--- src/rtl/alu_issue_unit_pkg.sv ---
// Shared definitions for the ALU issue unit: widths, opcodes, FSM states, instruction fields.
// Latency: n/a (declarations only).
// Backpressure: n/a.
package alu_issue_unit_pkg;

  localparam int DATA_W  = 4;
  localparam int NREGS   = 4;
  localparam int RADDR_W = 2;
  localparam int OPC_W   = 3;
  localparam int INSTR_W = OPC_W + 3 * RADDR_W;

  // Instruction layout: {opcode, rd, rs1, rs2}
  localparam int OPC_LSB = 6;
  localparam int RD_LSB  = 4;
  localparam int RS1_LSB = 2;
  localparam int RS2_LSB = 0;

  typedef enum logic [OPC_W-1:0] {
    OP_ZERO  = 3'b000,
    OP_ADD   = 3'b001,
    OP_SUB   = 3'b010,
    OP_AND   = 3'b011,
    OP_OR    = 3'b100,
    OP_NOT1  = 3'b101,
    OP_NOT2  = 3'b110,
    OP_ZERO2 = 3'b111
  } opcode_e;

  typedef enum logic [1:0] {
    IDLE = 2'd0,
    EXEC = 2'd1,
    WB   = 2'd2
  } state_e;

  function automatic logic [OPC_W-1:0] instr_opcode(input logic [INSTR_W-1:0] instr);
    return instr[OPC_LSB +: OPC_W];
  endfunction

  function automatic logic [RADDR_W-1:0] instr_rd(input logic [INSTR_W-1:0] instr);
    return instr[RD_LSB +: RADDR_W];
  endfunction

  function automatic logic [RADDR_W-1:0] instr_rs1(input logic [INSTR_W-1:0] instr);
    return instr[RS1_LSB +: RADDR_W];
  endfunction

  function automatic logic [RADDR_W-1:0] instr_rs2(input logic [INSTR_W-1:0] instr);
    return instr[RS2_LSB +: RADDR_W];
  endfunction

endpackage

--- src/rtl/alu_issue_unit_if.sv ---
// Bundle of instruction handshake, register load port, ALU drive/return and result report.
// Latency: n/a (wiring only).
// Backpressure: in_ready gates in_valid; all other groups are unthrottled.
// master = instruction source / ALU side, slave = the issue unit.
interface alu_issue_unit_if;
  import alu_issue_unit_pkg::*;

  logic                 in_valid;
  logic                 in_ready;
  logic [INSTR_W-1:0]   in_instr;
  logic                 ld_en;
  logic [RADDR_W-1:0]   ld_addr;
  logic [DATA_W-1:0]    ld_data;
  logic [DATA_W-1:0]    alu_opperand_1;
  logic [DATA_W-1:0]    alu_opperand_2;
  logic [OPC_W-1:0]     alu_opcode;
  logic [DATA_W-1:0]    alu_result;
  logic                 result_valid;
  logic [DATA_W-1:0]    result;
  logic [RADDR_W-1:0]   result_rd;
  logic                 result_zero;

  modport slave (
    input  in_valid, in_instr, ld_en, ld_addr, ld_data, alu_result,
    output in_ready, alu_opperand_1, alu_opperand_2, alu_opcode,
           result_valid, result, result_rd, result_zero
  );

  modport master (
    output in_valid, in_instr, ld_en, ld_addr, ld_data, alu_result,
    input  in_ready, alu_opperand_1, alu_opperand_2, alu_opcode,
           result_valid, result, result_rd, result_zero
  );
endinterface

--- src/rtl/alu_regfile.sv ---
// NREGS x DATA_W register file: two combinational read ports, load and writeback write ports.
// Latency: reads 0 cycles, writes visible the cycle after the edge.
// Backpressure: none; writeback overrides a same-address load in the same cycle.
// Ports: clk/rst, raddr1/raddr2 -> rdata1/rdata2, ld_en/ld_addr/ld_data, wb_en/wb_addr/wb_data.
module alu_regfile #(
  parameter int DATA_W  = 4,
  parameter int NREGS   = 4,
  parameter int RADDR_W = 2
) (
  input  logic               clk,
  input  logic               rst,
  input  logic [RADDR_W-1:0] raddr1,
  input  logic [RADDR_W-1:0] raddr2,
  output logic [DATA_W-1:0]  rdata1,
  output logic [DATA_W-1:0]  rdata2,
  input  logic               ld_en,
  input  logic [RADDR_W-1:0] ld_addr,
  input  logic [DATA_W-1:0]  ld_data,
  input  logic               wb_en,
  input  logic [RADDR_W-1:0] wb_addr,
  input  logic [DATA_W-1:0]  wb_data
);

  logic [DATA_W-1:0] mem [NREGS];

  assign rdata1 = mem[raddr1];
  assign rdata2 = mem[raddr2];

  always_ff @(posedge clk) begin
    if (rst) begin
      for (int i = 0; i < NREGS; i++) begin
        mem[i] <= '0;
      end
    end else begin
      if (ld_en) begin
        mem[ld_addr] <= ld_data;
      end
      // Issued after the load so the writeback is the surviving value on an address clash.
      if (wb_en) begin
        mem[wb_addr] <= wb_data;
      end
    end
  end

endmodule

--- src/rtl/alu_issue_unit.sv ---
// Issue stage for the combinational ALU: decode, operand fetch with load bypass, writeback, report.
// Latency: 3 cycles per instruction (IDLE accept -> EXEC -> WB pulse), no overlap.
// Backpressure: in_ready is high only in IDLE; ld_en is taken every cycle.
// Ports: clk, rst (sync, active high), bus (slave modport: handshake, load port, ALU drive/return, result).
module alu_issue_unit
  import alu_issue_unit_pkg::*;
(
  input  logic               clk,
  input  logic               rst,
  alu_issue_unit_if.slave    bus
);

  state_e              state;
  logic [RADDR_W-1:0]  rd_q;
  logic [DATA_W-1:0]   opnd1_q;
  logic [DATA_W-1:0]   opnd2_q;
  logic [OPC_W-1:0]    opcode_q;
  logic                res_valid_q;
  logic [DATA_W-1:0]   res_q;
  logic [RADDR_W-1:0]  res_rd_q;
  logic                res_zero_q;

  logic [RADDR_W-1:0]  rs1;
  logic [RADDR_W-1:0]  rs2;
  logic [DATA_W-1:0]   rdata1;
  logic [DATA_W-1:0]   rdata2;
  logic [DATA_W-1:0]   opnd1_nxt;
  logic [DATA_W-1:0]   opnd2_nxt;
  logic                accept;
  logic                wb_en;

  assign rs1    = instr_rs1(bus.in_instr);
  assign rs2    = instr_rs2(bus.in_instr);
  assign accept = bus.in_valid && (state == IDLE);
  // NOP traverses the pipe but must leave the register file untouched.
  assign wb_en  = (state == EXEC) && (opcode_q != OP_ZERO);

  // A load landing in the accept cycle is forwarded so the operand is never stale.
  assign opnd1_nxt = (bus.ld_en && (bus.ld_addr == rs1)) ? bus.ld_data : rdata1;
  assign opnd2_nxt = (bus.ld_en && (bus.ld_addr == rs2)) ? bus.ld_data : rdata2;

  alu_regfile #(
    .DATA_W  (DATA_W),
    .NREGS   (NREGS),
    .RADDR_W (RADDR_W)
  ) u_regfile (
    .clk     (clk),
    .rst     (rst),
    .raddr1  (rs1),
    .raddr2  (rs2),
    .rdata1  (rdata1),
    .rdata2  (rdata2),
    .ld_en   (bus.ld_en),
    .ld_addr (bus.ld_addr),
    .ld_data (bus.ld_data),
    .wb_en   (wb_en),
    .wb_addr (rd_q),
    .wb_data (bus.alu_result)
  );

  always_ff @(posedge clk) begin
    if (rst) begin
      state       <= IDLE;
      rd_q        <= '0;
      opnd1_q     <= '0;
      opnd2_q     <= '0;
      opcode_q    <= '0;
      res_valid_q <= 1'b0;
      res_q       <= '0;
      res_rd_q    <= '0;
      res_zero_q  <= 1'b0;
    end else begin
      case (state)
        IDLE: begin
          res_valid_q <= 1'b0;
          if (accept) begin
            opcode_q <= instr_opcode(bus.in_instr);
            rd_q     <= instr_rd(bus.in_instr);
            opnd1_q  <= opnd1_nxt;
            opnd2_q  <= opnd2_nxt;
            state    <= EXEC;
          end
        end
        EXEC: begin
          res_q       <= bus.alu_result;
          res_rd_q    <= rd_q;
          res_zero_q  <= (bus.alu_result == '0);
          res_valid_q <= 1'b1;
          state       <= WB;
        end
        WB: begin
          res_valid_q <= 1'b0;
          state       <= IDLE;
        end
        default: begin
          res_valid_q <= 1'b0;
          state       <= IDLE;
        end
      endcase
    end
  end

  assign bus.in_ready       = (state == IDLE);
  assign bus.alu_opperand_1 = opnd1_q;
  assign bus.alu_opperand_2 = opnd2_q;
  assign bus.alu_opcode     = opcode_q;
  assign bus.result_valid   = res_valid_q;
  assign bus.result         = res_q;
  assign bus.result_rd      = res_rd_q;
  assign bus.result_zero    = res_zero_q;

endmodule

--- src/flat_wrapper.sv ---
// flat-port wrapper written by rule: the top's interface ports become plain ports
module alu_issue_unit_flat import alu_issue_unit_pkg::*;
  (clk, rst, bus_in_valid, bus_in_instr, bus_ld_en, bus_ld_addr, bus_ld_data, bus_alu_result, bus_in_ready, bus_alu_opperand_1, bus_alu_opperand_2, bus_alu_opcode, bus_result_valid, bus_result, bus_result_rd, bus_result_zero);
  alu_issue_unit_if bus_i ();
  input  logic clk;
  input  logic rst;
  input wire logic [$bits(bus_i.in_valid)-1:0] bus_in_valid;
  input wire logic [$bits(bus_i.in_instr)-1:0] bus_in_instr;
  input wire logic [$bits(bus_i.ld_en)-1:0] bus_ld_en;
  input wire logic [$bits(bus_i.ld_addr)-1:0] bus_ld_addr;
  input wire logic [$bits(bus_i.ld_data)-1:0] bus_ld_data;
  input wire logic [$bits(bus_i.alu_result)-1:0] bus_alu_result;
  output wire logic [$bits(bus_i.in_ready)-1:0] bus_in_ready;
  output wire logic [$bits(bus_i.alu_opperand_1)-1:0] bus_alu_opperand_1;
  output wire logic [$bits(bus_i.alu_opperand_2)-1:0] bus_alu_opperand_2;
  output wire logic [$bits(bus_i.alu_opcode)-1:0] bus_alu_opcode;
  output wire logic [$bits(bus_i.result_valid)-1:0] bus_result_valid;
  output wire logic [$bits(bus_i.result)-1:0] bus_result;
  output wire logic [$bits(bus_i.result_rd)-1:0] bus_result_rd;
  output wire logic [$bits(bus_i.result_zero)-1:0] bus_result_zero;
  assign bus_i.in_valid = bus_in_valid;
  assign bus_i.in_instr = bus_in_instr;
  assign bus_i.ld_en = bus_ld_en;
  assign bus_i.ld_addr = bus_ld_addr;
  assign bus_i.ld_data = bus_ld_data;
  assign bus_i.alu_result = bus_alu_result;
  assign bus_in_ready = bus_i.in_ready;
  assign bus_alu_opperand_1 = bus_i.alu_opperand_1;
  assign bus_alu_opperand_2 = bus_i.alu_opperand_2;
  assign bus_alu_opcode = bus_i.alu_opcode;
  assign bus_result_valid = bus_i.result_valid;
  assign bus_result = bus_i.result;
  assign bus_result_rd = bus_i.result_rd;
  assign bus_result_zero = bus_i.result_zero;
  alu_issue_unit u_core (.clk(clk), .rst(rst), .bus(bus_i));
endmodule
--- config.mk ---
export PLATFORM = sky130hd
export DESIGN_NAME = alu_issue_unit_flat
export DESIGN_NICKNAME = d
export VERILOG_FILES = /design/src/rtl/alu_issue_unit_pkg.sv /design/src/rtl/alu_issue_unit_if.sv /design/src/rtl/alu_regfile.sv /design/src/rtl/alu_issue_unit.sv /design/src/flat_wrapper.sv
export SDC_FILE = /design/constraint.sdc
export NUM_CORES = 1
export LEC_CHECK = 0
export BUFFER_PORTS_ARGS = -buffer_cell sky130_fd_sc_hd__buf_2
export CAP_MARGIN = 0
export CELL_PAD_IN_SITES_DETAIL_PLACEMENT = 1
export CELL_PAD_IN_SITES_GLOBAL_PLACEMENT = 1
export CORE_AREA = 5 5 82 84
export DETAILED_ROUTE_END_ITERATION = 7
export DIE_AREA = 0 0 87 89
export PLACE_DENSITY = 0.81
export RECOVER_POWER = 50
export SETUP_SLACK_MARGIN = 0.3
export SLEW_MARGIN = 5
export SYNTH_ARGS = -nofsm -noshare
export SYNTH_HDL_FRONTEND = slang
export SYNTH_SLANG_ARGS = --single-unit
--- constraint.sdc ---
create_clock -name clk -period 1.6 [get_ports clk]
set_input_delay 0.08 -clock clk [delete_from_list [all_inputs] [get_ports clk]]
set_output_delay 0.08 -clock clk [all_outputs]
set_load 0.01 [all_outputs]
# ---- Yosys cells after proc, flatten, opt, wreduce, memory -nomap -nowiden
# Memories as Yosys holds them, arrays and structs flattened. A register that Yosys moved wholly into a read port is not among the register bits.
# Index checks and enable logic that the tools add are counted.
dict set report word_totals {
  output_inout_bits 20
  latch_bits 0
  ram_bits 16
  rom_bits 0
  register_bits 15
  mem_count 1
}
# name words width rd rd_clocked_by_memory_dff write_ports line
set mem_list {}
lappend mem_list {u_core.u_regfile.mem 4 4 2 2 4 alu_regfile.sv:24} ;# logic [DATA_W-1:0] mem [NREGS];
dict set report classes {
  n_mux 17
  magnitude_cmp 0
  n_reduce_logical 8
  n_addsub 0
  mul 0
  n_div 0
  n_shift 0
  bitwise 0
  eq_ne 2
}
# operator n
set ops {}
lappend ops {{$mux 1} 11}
lappend ops {{$mux 4} 2}
lappend ops {{$reduce_or 4->1} 2}
lappend ops {{$mux 2} 3}
lappend ops {{$logic_not 4->1} 1}
lappend ops {{$pmux 2 s2} 1}
lappend ops {{$reduce_bool 3->1} 1}
lappend ops {{$eq 2x1->1 const B} 1}
lappend ops {{$logic_and 1x1->1} 2}
lappend ops {{$logic_not 2->1} 1}
lappend ops {{$ne 2x1->1 const B} 1}
lappend ops {{$reduce_and 2->1} 1}

# ---- Depth between registers and ports, before layout
# Gate-level depths: netlist (run 1).
dict set report depth {
  word_depth 7
  ltp_mapped 6
}

# ---- By module
# A second synthesis (run 1) with hierarchy kept.
dict set report unflattened {
  cells_unflattened 175
  hier_area_um2 2026.9
}
# mod seq_area_each_um2 area_each_um2 instances cells_each
set by_module_without_submodules {}
lappend by_module_without_submodules {alu_regfile 480.5 1042.2 1 64}
lappend by_module_without_submodules {alu_issue_unit 460.4 984.7 1 111}

# ---- Worst setup path before layout (run 1)
# No wires, ideal clock.
dict set report synth_path {
  kind {reg-to-reg}
  from {register u_core.state[1]}
  to {memory u_core.u_regfile.mem[2][0], enable pin}
  setup_time_ns 0.307
  n_path_buf 1
  t_arrival_ns 1.428
  slack_ns -0.134
  stages_incl_launch_ff 5
  path_cell_list {dfxtp_1 or3b_1 buf_6 nor4b_4 or3_1}
}
# element line
set synth_rtl {}
lappend synth_rtl {{start, declared} alu_issue_unit.sv:13} ;# state_e state;
lappend synth_rtl {{start signal, assigned} alu_issue_unit.sv:63} ;# state <= IDLE;
lappend synth_rtl {{start signal, assigned} alu_issue_unit.sv:81} ;# state <= EXEC;
lappend synth_rtl {{start signal, assigned} alu_issue_unit.sv:89} ;# state <= WB;
lappend synth_rtl {{end, declared} alu_regfile.sv:24}

==> results of run 1 <==
==> power by group through the flow <==
stage / combinational, mW / sequential, mW / clock (mW)
2_1_floorplan: 0.238 / 1.16 / 0
3_3_place_gp: 0.391 / 1.15 / 0
3_5_place_dp: 0.402 / 1.15 / 0
4_1_cts: 0.537 / 1.13 / 0.679
5_1_grt: 0.642 / 1.14 / 0.723
6_report: 0.599 / 1.13 / 0.663
==> cell usage after synthesis (2+ instances only) <==
library cell	instances
a21o_1	2
a21oi_1	10
a21oi_4	2
a311oi_1	8
buf_2	5
buf_6	3
clkbuf_1	5
dfxtp_1	23
edfxtp_1	16
inv_1	6
mux2i_1	6
mux4_2	8
nand2_1	45
nand2b_1	2
nand3_1	10
nor2_1	23
nor2b_1	5
nor3b_1	2
nor4b_4	2
o21ai_0	9
o21ai_1	3
o21bai_1	8
or3_1	4
or3_4	2
or4_1	2
==> metal layers <==
layer / routed length [um] / vias up / part of all wire (%) / track usage, %
li1: - / 963 / - / -
met1: 2890 / 993 / 41 / 21.2
met2: 3720 / 43 / 53 / 32.7
met3: 277 / 10 / 4.0 / 4.98
met4: 104 / 0 / 1.5 / 6.09
met5: 0 / - / 0 / 0
==> state kept, by name (all words and copies together), names as in the netlist <==
register                   cells
u_core.rd_q                    2
u_core.bus.result_zero         1
u_core.bus.alu_opperand_2      4
u_core.u_regfile.mem          16
u_core.bus.alu_opcode          3
u_core.bus.result_valid        1
u_core.bus.result              4
u_core.bus.alu_opperand_1      4
u_core.bus.result_rd           2
u_core.state                   2
==> tightest hold or removal path, stage by stage <==
cell     delay, ns
buf_2         0.11
nand2_4       0.06
a21oi_2       0.04
==> repair_timing <==
item,CTS,global route
pin swaps,28,18
endpoints found under the hold margin,2,0
buffers inserted,14,4
resized for setup,60,40
cloned,4,1
hold buffers,2,0
setup endpoints to repair,40,54
==> path summary, 6_finish.rpt <==
kind,cells past startpoint,slack (ns),end
setup / recovery,5,-0.04,u_core.u_regfile.mem[1][1]
hold / removal,3,0.02,u_core.bus.alu_opcode[2]
setup reg to reg,5,-0.04,u_core.u_regfile.mem[1][1]
hold reg to reg,2,0.49,u_core.bus.alu_opperand_1[1]
==> cells by family (layout without fill, tap and decap cells) <==
| logic type | count (synthesis) | in the layout | share of synthesized area, % |
|---|---|---|---|
| muxes | 14 | 14 | 11.0 |
| buffers and inverters | 20 | 97 | 4.76 |
| DFF | 39 | 39 | 43.1 |
| and+or+nand+nor | 107 | 108 | 26.5 |
| xor gates and xnor gates | 2 | 2 | 0.802 |
| AOI/OAI and AO/OA | 44 | 44 | 13.9 |
==> cell type report <==
cell class	instances	area, sq um
tap	75	93.8
sequential	39	943
clock buffer	7	76.3
clock inverter	1	5.00
fill	678	2620
inverter	6	22.5
timing repair buffer	83	646
multi-input combinational	168	1440
==> per-stage QoR <==
stage,worst slack [ns],hold slack (ns),cells,total power [mW]
after floorplan,-0.0798,0.216,226,1.40
after global placement,-0.0780,0.323,346,1.54
after detailed placement,-0.113,0.332,346,1.55
after CTS,-0.0439,0.0173,374,2.35
after global routing,-0.127,0.0159,379,2.51
final,-0.0371,0.0230,379,2.40
==> reports/metrics.csv, run 1 <==
metric,value,unit
number of buffers created by CTS,5,
vias,2009,
nets@finish,326,
logic gate share of total power,25.0,%
dominant cell type by area after synthesis,edfxtp_1,
HP Class,in -> reg,
P per Cell Area,743,nW/um^2
post-synthesis sequential element count,39,
CP top delay family,simple AND/OR/NAND/NOR gates,
Flop pwr share,47.3,%
syn_nets,249,
die height,89,um
Placeable Area,5850,sq um
CP max-delay cell,or3b_4,
# IOs,43,
DRT Pass-1 Iters,4,
width of the die,87,um
"Cell Chain, Critical Path",or3b_4 > buf_6 > nor4b_4 > buf_4 > o21ai_1,
fin crit share,102,%
Clock Power Share,27.7,%
hold wc startpoint,bus_in_instr[8],
CP max FO,8,
skew final,0.00802,ns
initial detailed-routing violation count,63,
WP data arrival,1.69,ns
failing checks,negative setup slack,
Mapped Area,2180,sq um
die area,7740,sq um
achievable clock frequency,611,MHz
clock buffer depth,2,
"top cells by area, synth","edfxtp_1, dfxtp_1, mux4_2",
RSZ-0062 raised after global routing,yes,
Worst-Margin Slew,0.434,ns
CTS root buf,clkbuf_8,
Synth Area per Inst,9.66,sq um
"Reg clk slew, reported paths",0.08,ns
worst skew pair latency,0.30,ns
min Tclk post-route,1.64,ns
initial core utilization,37.3,%
"Slew Viols, Final",0,
drc violations,0,
largest net degree at the start of global routing,29,
FF-to-FF Start,u_core.state[1],
final instance area,3230,sq um
All-Layer GR Usage,18.3,%
"leading cell type in the layout, fill and taps excluded",nand2_1,
Gate Count Post-Synth,226,
Post-DRT Antenna Nets,0,
most frequent cells in the layout,"nand2_1, buf_2, buf_4, dfxtp_1, clkbuf_1",
number of global-route vias before repair,2137,
setup violators final,18,
P_int,1.69,mW
Sw Ratio,29.3,%
register area share after synthesis,43.1,%
Post-DP Area,2560,sq um
status,finished with violations,
Setup CP Type,reg -> reg,
Final HPWL DP,4480,um
"Distinct cells, synth",40,
layout cells sized above 1,48.7,%
share of the synthesized area in the top cell type,22.0,%
remaining global-route overflow,0,
WL final,7000,um
top_reg_cell synth,dfxtp_1,
port bufs,42,
Crit path buffers/inverters,2,
Critical Path RT,1.66,ns
CTS H-Tree Depth,2,
Core Rows,28,
"slowest stage delay, CP",0.42,ns
antenna violations before repair,0,
DR vias/cell,5.30,
asr flop ratio synth,0,%
CP Launch Point,u_core.state[1],
wire length per cell,18.5,um
Static Leakage,1.32,nW
Clock Sinks,39,
Syn-to-layout area delta,47.8,%
gpl congestion,0.831,
Max Cap Viol,0,
NetSw,0.702,mW
CTS tree,built,
Slew HR,70.9,%
CP endpoint kind,flop,
ANT cells,0,
"Hold Vio Cnt, Final",0,
worst ir drop on vdd,0.733,mV
first-pass GRT wire length,10800,um
Post-synth EDFFs,16,
fin worst setup slack,-0.0371,ns
final setup TNS,-0.323,ns
Layout Utilization,55.2,%
yosys warns,0,
crit path launch type,flop,
(Power assumes the default switching activity.)
==> inputs of run 2 (changes only) <==
--- a/config.mk
+++ b/config.mk
@@ -12,7 +12,7 @@
 export CORE_AREA = 5 5 82 84
 export DETAILED_ROUTE_END_ITERATION = 7
 export DIE_AREA = 0 0 87 89
-export PLACE_DENSITY = 0.81
+export PLACE_DENSITY_LB_ADDON = 0.05
 export RECOVER_POWER = 50
 export SETUP_SLACK_MARGIN = 0.3
 export SLEW_MARGIN = 5
==> reports/metrics.csv, run 2 (synthesis gave the netlist of run 1 again) <==
metric,value,unit,change
status,"complete, no violations",,
CTS root buf,clkbuf_8,,
HP Class,in -> reg,,
DRT Pass-1 Iters,4,,unchanged
skew final,0.00656,ns,-0.00146 ns
Post-DRT Antenna Nets,0,,unchanged
achievable clock frequency,630,MHz,+3.1%
Max Cap Viol,0,,unchanged
initial detailed-routing violation count,71,,+13%
largest net degree at the start of global routing,22,,-24%
WL final,6350,um,-9.2%
area taken by multi-input logic gates,1340,sq um,-7.1%
Setup CP Type,reg -> reg,,
P per Cell Area,782,nW/um^2,+5.3%
Worst-Margin Slew,0.441,ns,+0.00714 ns
Clock Sinks,39,,unchanged
die height,89,um,unchanged
Final Non-Filler Cells,361,,-4.7%
first-pass GRT wire length,9880,um,-8.7%
wire length per cell,17.6,um,-4.7%
CTS H-Tree Depth,2,,unchanged
gpl congestion,0.817,,-1.7%
cts hold-fix bufs,0,,-2
WP data arrival,1.60,ns,-0.09 ns
"Slew Viols, Final",0,,unchanged
Final HPWL DP,4780,um,+6.8%
Slew HR,70.6,%,-0.24 points
min Tclk post-route,1.59,ns,-0.0493 ns
width of the die,87,um,unchanged
final setup TNS,0,ns,+0.323 ns
most frequent cells in the layout,"nand2_1, buf_2, nor2_1, dfxtp_1, clkbuf_1",,
Syn-to-layout area delta,33.2,%,
All-Layer GR Usage,16.9,%,-1.5 points
number of buffers created by CTS,5,,unchanged
DR vias/cell,5.22,,-1.5%
remaining global-route overflow,0,,unchanged
number of global-route vias before repair,1941,,-9.2%
ANT cells,0,,unchanged
final instance area,2910,sq um,-9.9%
"reg-to-reg slack, setup",0.01,ns,+0.05 ns
antenna violations before repair,0,,unchanged
Layout Utilization,49.7,%,-5.5 points
"leading cell type in the layout, fill and taps excluded",nand2_1,,
fillers,673,,-0.74%
Static Leakage,1.17,nW,-11%
Core Rows,28,,unchanged
nets@finish,308,,-5.5%
Biggest register,u_core.u_regfile.mem,,
clock buffer depth,2,,unchanged
Critical Path RT,1.61,ns,-0.05 ns
port bufs,42,,unchanged
CTS tree,built,,
drc violations,0,,unchanged
fin crit share,99.2,%,-3.1 points
Reg area,943,sq um,unchanged
die area,7740,sq um,unchanged
Post-DP Area,2590,sq um,+1.1%
CP max FO,4,,-4
crit path launch type,flop,,
dpl cells,348,,+0.58%
layout cells sized above 1,40.6,%,-8.1 points
worst ir drop on vdd,0.404,mV,-45%
pre-CTS setup slack,-0.0952,ns,+0.0175 ns
CP endpoint kind,flop,,
vias,1885,,-6.2%
# IOs,43,,unchanged
worst skew pair latency,0.29,ns,about the same
setup violators final,0,,-18
fin worst setup slack,0.0122,ns,+0.0493 ns
"Hold Vio Cnt, Final",0,,unchanged
initial core utilization,37.3,%,unchanged
"Reg clk slew, reported paths",0.08,ns,about the same
max reg flops,16,,unchanged
Placeable Area,5850,sq um,unchanged
RSZ-0062 raised after global routing,yes,,
## run 2: power by group
| group | switching [mW] | leakage (nW) | internal (mW) | total [mW] |
|---|---|---|---|---|
| Combinational | 0.258 | 0.767 | 0.220 | 0.479 |
| Sequential | 0.0402 | 0.357 | 1.10 | 1.14 |
| Clock | 0.356 | 0.0412 | 0.305 | 0.661 |
| Total | 0.654 | 1.17 | 1.62 | 2.27 |
## run 2: critical path: stages (launching register included)
cell	delay, ns
dfxtp_2	0.34
or3b_4	0.43
buf_4	0.16
nor4_4	0.17
or3_4	0.21
## run 2: timing repair
| item | 4_1_cts | 5_1_grt |
|---|---|---|
| buffers inserted | 1 | 3 |
| gates resized for setup | 29 | 30 |
| gates cloned | 0 | 1 |
| pin swaps | 15 | 17 |
| endpoints found under the setup margin | 41 | 44 |
## run 2: layer usage
layer / routed length, um / share of wire [%] / GRT usage, %
met3: 272 / 4.3 / 3.78
met2: 3240 / 51 / 28.8
met4: 59 / 0.93 / 5.10
met5: 0 / 0 / 0
met1: 2780 / 44 / 21.3
## run 2: stage by stage
| stage | total power [mW] | hold slack [ns] |
|---|---|---|
| 2_1_floorplan | 1.40 | 0.216 |
| 3_3_place_gp | 1.57 | 0.328 |
| 3_5_place_dp | 1.57 | 0.336 |
| 4_1_cts | 2.24 | 0.0231 |
| 5_1_grt | 2.39 | 0.0158 |
| 6_report | 2.27 | 0.0275 |
## run 2: final cells by class
cell class / instances / share of cell area [%]
Clock buffer: 6 / 2.50
Clock inverter: 2 / 0.430
Inverter: 6 / 0.775
Multi-Input combinational cell: 167 / 46.0
Sequential cell: 39 / 32.4
Tap cell: 75 / 3.23
Timing Repair Buffer: 66 / 14.6
## run 2: worst paths after layout
kind                                            from                          to  cells past startpoint
worst max-delay path                 u_core.state[0]  u_core.u_regfile.mem[0][2]                      4
worst max register to register       u_core.state[0]  u_core.u_regfile.mem[0][2]                      4
worst min register to register  u_core.bus.result[1]        u_core.bus.result[1]                      2
worst min-delay path                 bus_in_instr[7]    u_core.bus.alu_opcode[1]                      3
==> inputs of run 3 (changes only) <==
==> constraint.sdc (replaced) <==
create_clock -name clk -period 1.6 [get_ports clk]
set_input_delay 0.48 -clock clk [delete_from_list [all_inputs] [get_ports clk]]
set_output_delay 0.48 -clock clk [all_outputs]
set_load 0.01 [all_outputs]
==> reports/metrics.csv, run 3 (synthesis gave the netlist of run 1 again) <==
metric,value,unit,change
Static Leakage,1.40,nW,+20%
min Tclk post-route,1.66,ns,+0.0685 ns
setup violators final,14,,+14
HP Class,in -> reg,,
Layout Utilization,55.5,%,+5.8 points
port bufs,42,,unchanged
clock buffer depth,2,,unchanged
Max Cap Viol,0,,unchanged
P_int,1.70,mW,+4.8%
initial core utilization,37.3,%,unchanged
Clock Power Share,27.7,%,-1.3 points
ANT cells,0,,unchanged
Clock Sinks,39,,unchanged
crit path launch type,input port,,
fin worst setup slack,-0.0564,ns,-0.0685 ns
"reg-to-reg slack, setup",-0.05,ns,-0.06 ns
Core Rows,28,,unchanged
Slew HR,72.3,%,+1.6 points
worst setup path endpoint,u_core.u_regfile.mem[2][3],,
fin crit share,104,%,+4.3 points
Post-DRT Antenna Nets,0,,unchanged
failing checks,negative setup slack,,
worst ir drop on vdd,0.361,mV,-11%
Final Non-Filler Cells,378,,+4.7%
CP max FO,5,,+1
CTS tree,built,,
"Cell Chain, Critical Path",buf_4 > or3b_1 > buf_6 > nor4b_4 > or3_4,,
width of the die,87,um,unchanged
die area,7740,sq um,unchanged
number of global-route vias before repair,1974,,+1.7%
WP data arrival,1.67,ns,+0.07 ns
CP Launch Point,rst,,
Final HPWL DP,5010,um,+4.8%
# IOs,43,,unchanged
layout cells sized above 1,56.4,%,+16 points
NetSw,0.685,mW,+4.6%
status,finished with violations,,
achievable clock frequency,604,MHz,-4.1%
CP endpoint kind,flop,,
Post-DP Area,2760,sq um,+6.5%
gpl congestion,0.796,,-2.5%
All-Layer GR Usage,17.6,%,+0.75 points
nets@finish,325,,+5.5%
P per Cell Area,734,nW/um^2,-6.2%
"Slew Viols, Final",0,,unchanged
first-pass GRT wire length,10300,um,+4.5%
Sw Ratio,28.7,%,-0.040 points
CTS root buf,clkbuf_8,,
Worst-Margin Slew,0.416,ns,-0.0251 ns
"Reg clk slew, reported paths",0.07,ns,about the same
DR vias/cell,5.30,,+1.5%
FF-to-FF path depth,4,,unchanged
"leading cell type in the layout, fill and taps excluded",buf_2,,
max reg flops,16,,unchanged
remaining global-route overflow,0,,unchanged
final setup TNS,-0.478,ns,-0.478 ns
WL final,6840,um,+7.6%
largest net degree at the start of global routing,22,,unchanged
Flop pwr share,47.8,%,-2.1 points
CP max-delay cell,or3b_1,,
Biggest register,u_core.u_regfile.mem,,
FF-to-FF Start,u_core.state[1],,
"Hold Vio Cnt, Final",0,,unchanged
die height,89,um,unchanged
cts hold-fix bufs,0,,unchanged
vias,2003,,+6.3%
antenna violations before repair,0,,unchanged
Critical R2R Capture,u_core.u_regfile.mem[2][3],,
Syn-to-layout area delta,48.8,%,
initial detailed-routing violation count,66,,-7.0%
Placeable Area,5850,sq um,unchanged
final instance area,3250,sq um,+12%
Setup CP Type,in -> reg,,
drc violations,0,,unchanged
CTS H-Tree Depth,2,,unchanged
dpl cells,359,,+3.2%
WHS,0.424,ns,+0.396 ns
RSZ-0062 raised after global routing,yes,,
most frequent cells in the layout,"buf_2, nand2_1, buf_4, dfxtp_1, edfxtp_1",,
logic gate share of total power,24.5,%,+3.5 points
skew final,0.00214,ns,-0.00442 ns
"slowest stage delay, CP",0.37,ns,-0.06 ns
Critical Path RT,1.62,ns,about the same
number of buffers created by CTS,5,,unchanged
worst skew pair latency,0.29,ns,about the same
wire length per cell,18.1,um,+2.8%
DRT Pass-1 Iters,4,,unchanged
-- run 3: cell count changes in the layout (fill, tap and decap cells not counted), sizes merged --
cell / before / now
clkinvlp: 1 / 0
clkinv: 1 / 2
clkbuf: 25 / 8
buf: 47 / 81
-- run 3: cell type report --
type                       count  area [sq um]
inverter                       6          22.5
tap                           75          93.8
timing repair buffer          83           678
fill                         644          2600
clock inverter                 2          12.5
sequential                    39           952
multi-input combinational    167          1420
clock buffer                   6          72.6
-- run 3: critical path, delay by kind of cell --
kind | cells | cell delay (ns)
AND/OR/NAND/NOR | 3 | 0.89
buffers and inverters | 2 | 0.31
-- run 3: worst min path at each step --
stage               slack, ns                           end  cells after the start                         start
floorplan                0.52  u_core.bus.alu_opperand_2[3]                      2  u_core.bus.alu_opperand_2[3]
global placement         0.47        u_core.bus.result_zero                      2        u_core.bus.result_zero
detailed placement       0.48        u_core.bus.result_zero                      2        u_core.bus.result_zero
CTS                      0.41      u_core.bus.alu_opcode[2]                      3               bus_in_instr[8]
global route             0.41      u_core.bus.alu_opcode[2]                      3               bus_in_instr[8]
finish                   0.42      u_core.bus.alu_opcode[2]                      3               bus_in_instr[8]
-- run 3: power by group through the flow --
| stage | registers, mW | logic (mW) | clock network [mW] |
|---|---|---|---|
| finish | 1.14 | 0.585 | 0.659 |
| global route | 1.15 | 0.629 | 0.725 |
| CTS | 1.14 | 0.507 | 0.683 |
| floorplan | 1.16 | 0.263 | 0 |
| detailed placement | 1.16 | 0.463 | 0 |
| global placement | 1.16 | 0.457 | 0 |
-- run 3: repair_timing --
item / 4_1_cts / 5_1_grt
buffers inserted: 4 / 3
pin swaps: 24 / 31
endpoints found under the setup margin: 44 / 49
cloned: 1 / 3
endpoints found under the hold margin: 0 / 0
resized for setup: 27 / 54
-- run 3: metal layers --
metal | GRT usage (%) | part of all wire, % | vias to the layer above
met5 | 0 | 0 | -
met4 | 3.82 | 0.86 | 0
met3 | 3.78 | 4.6 | 8
met2 | 30.2 | 50 | 57
met1 | 22.9 | 44 | 975
li1 | - | - | 963
-- run 3: through the flow --
stage / power, mW / worst slack [ns]
CTS: 2.33 / -0.0356
detailed placement: 1.62 / -0.340
floorplan: 1.42 / -0.244
global route: 2.50 / -0.0848
finish: 2.38 / -0.0564
global placement: 1.61 / -0.287
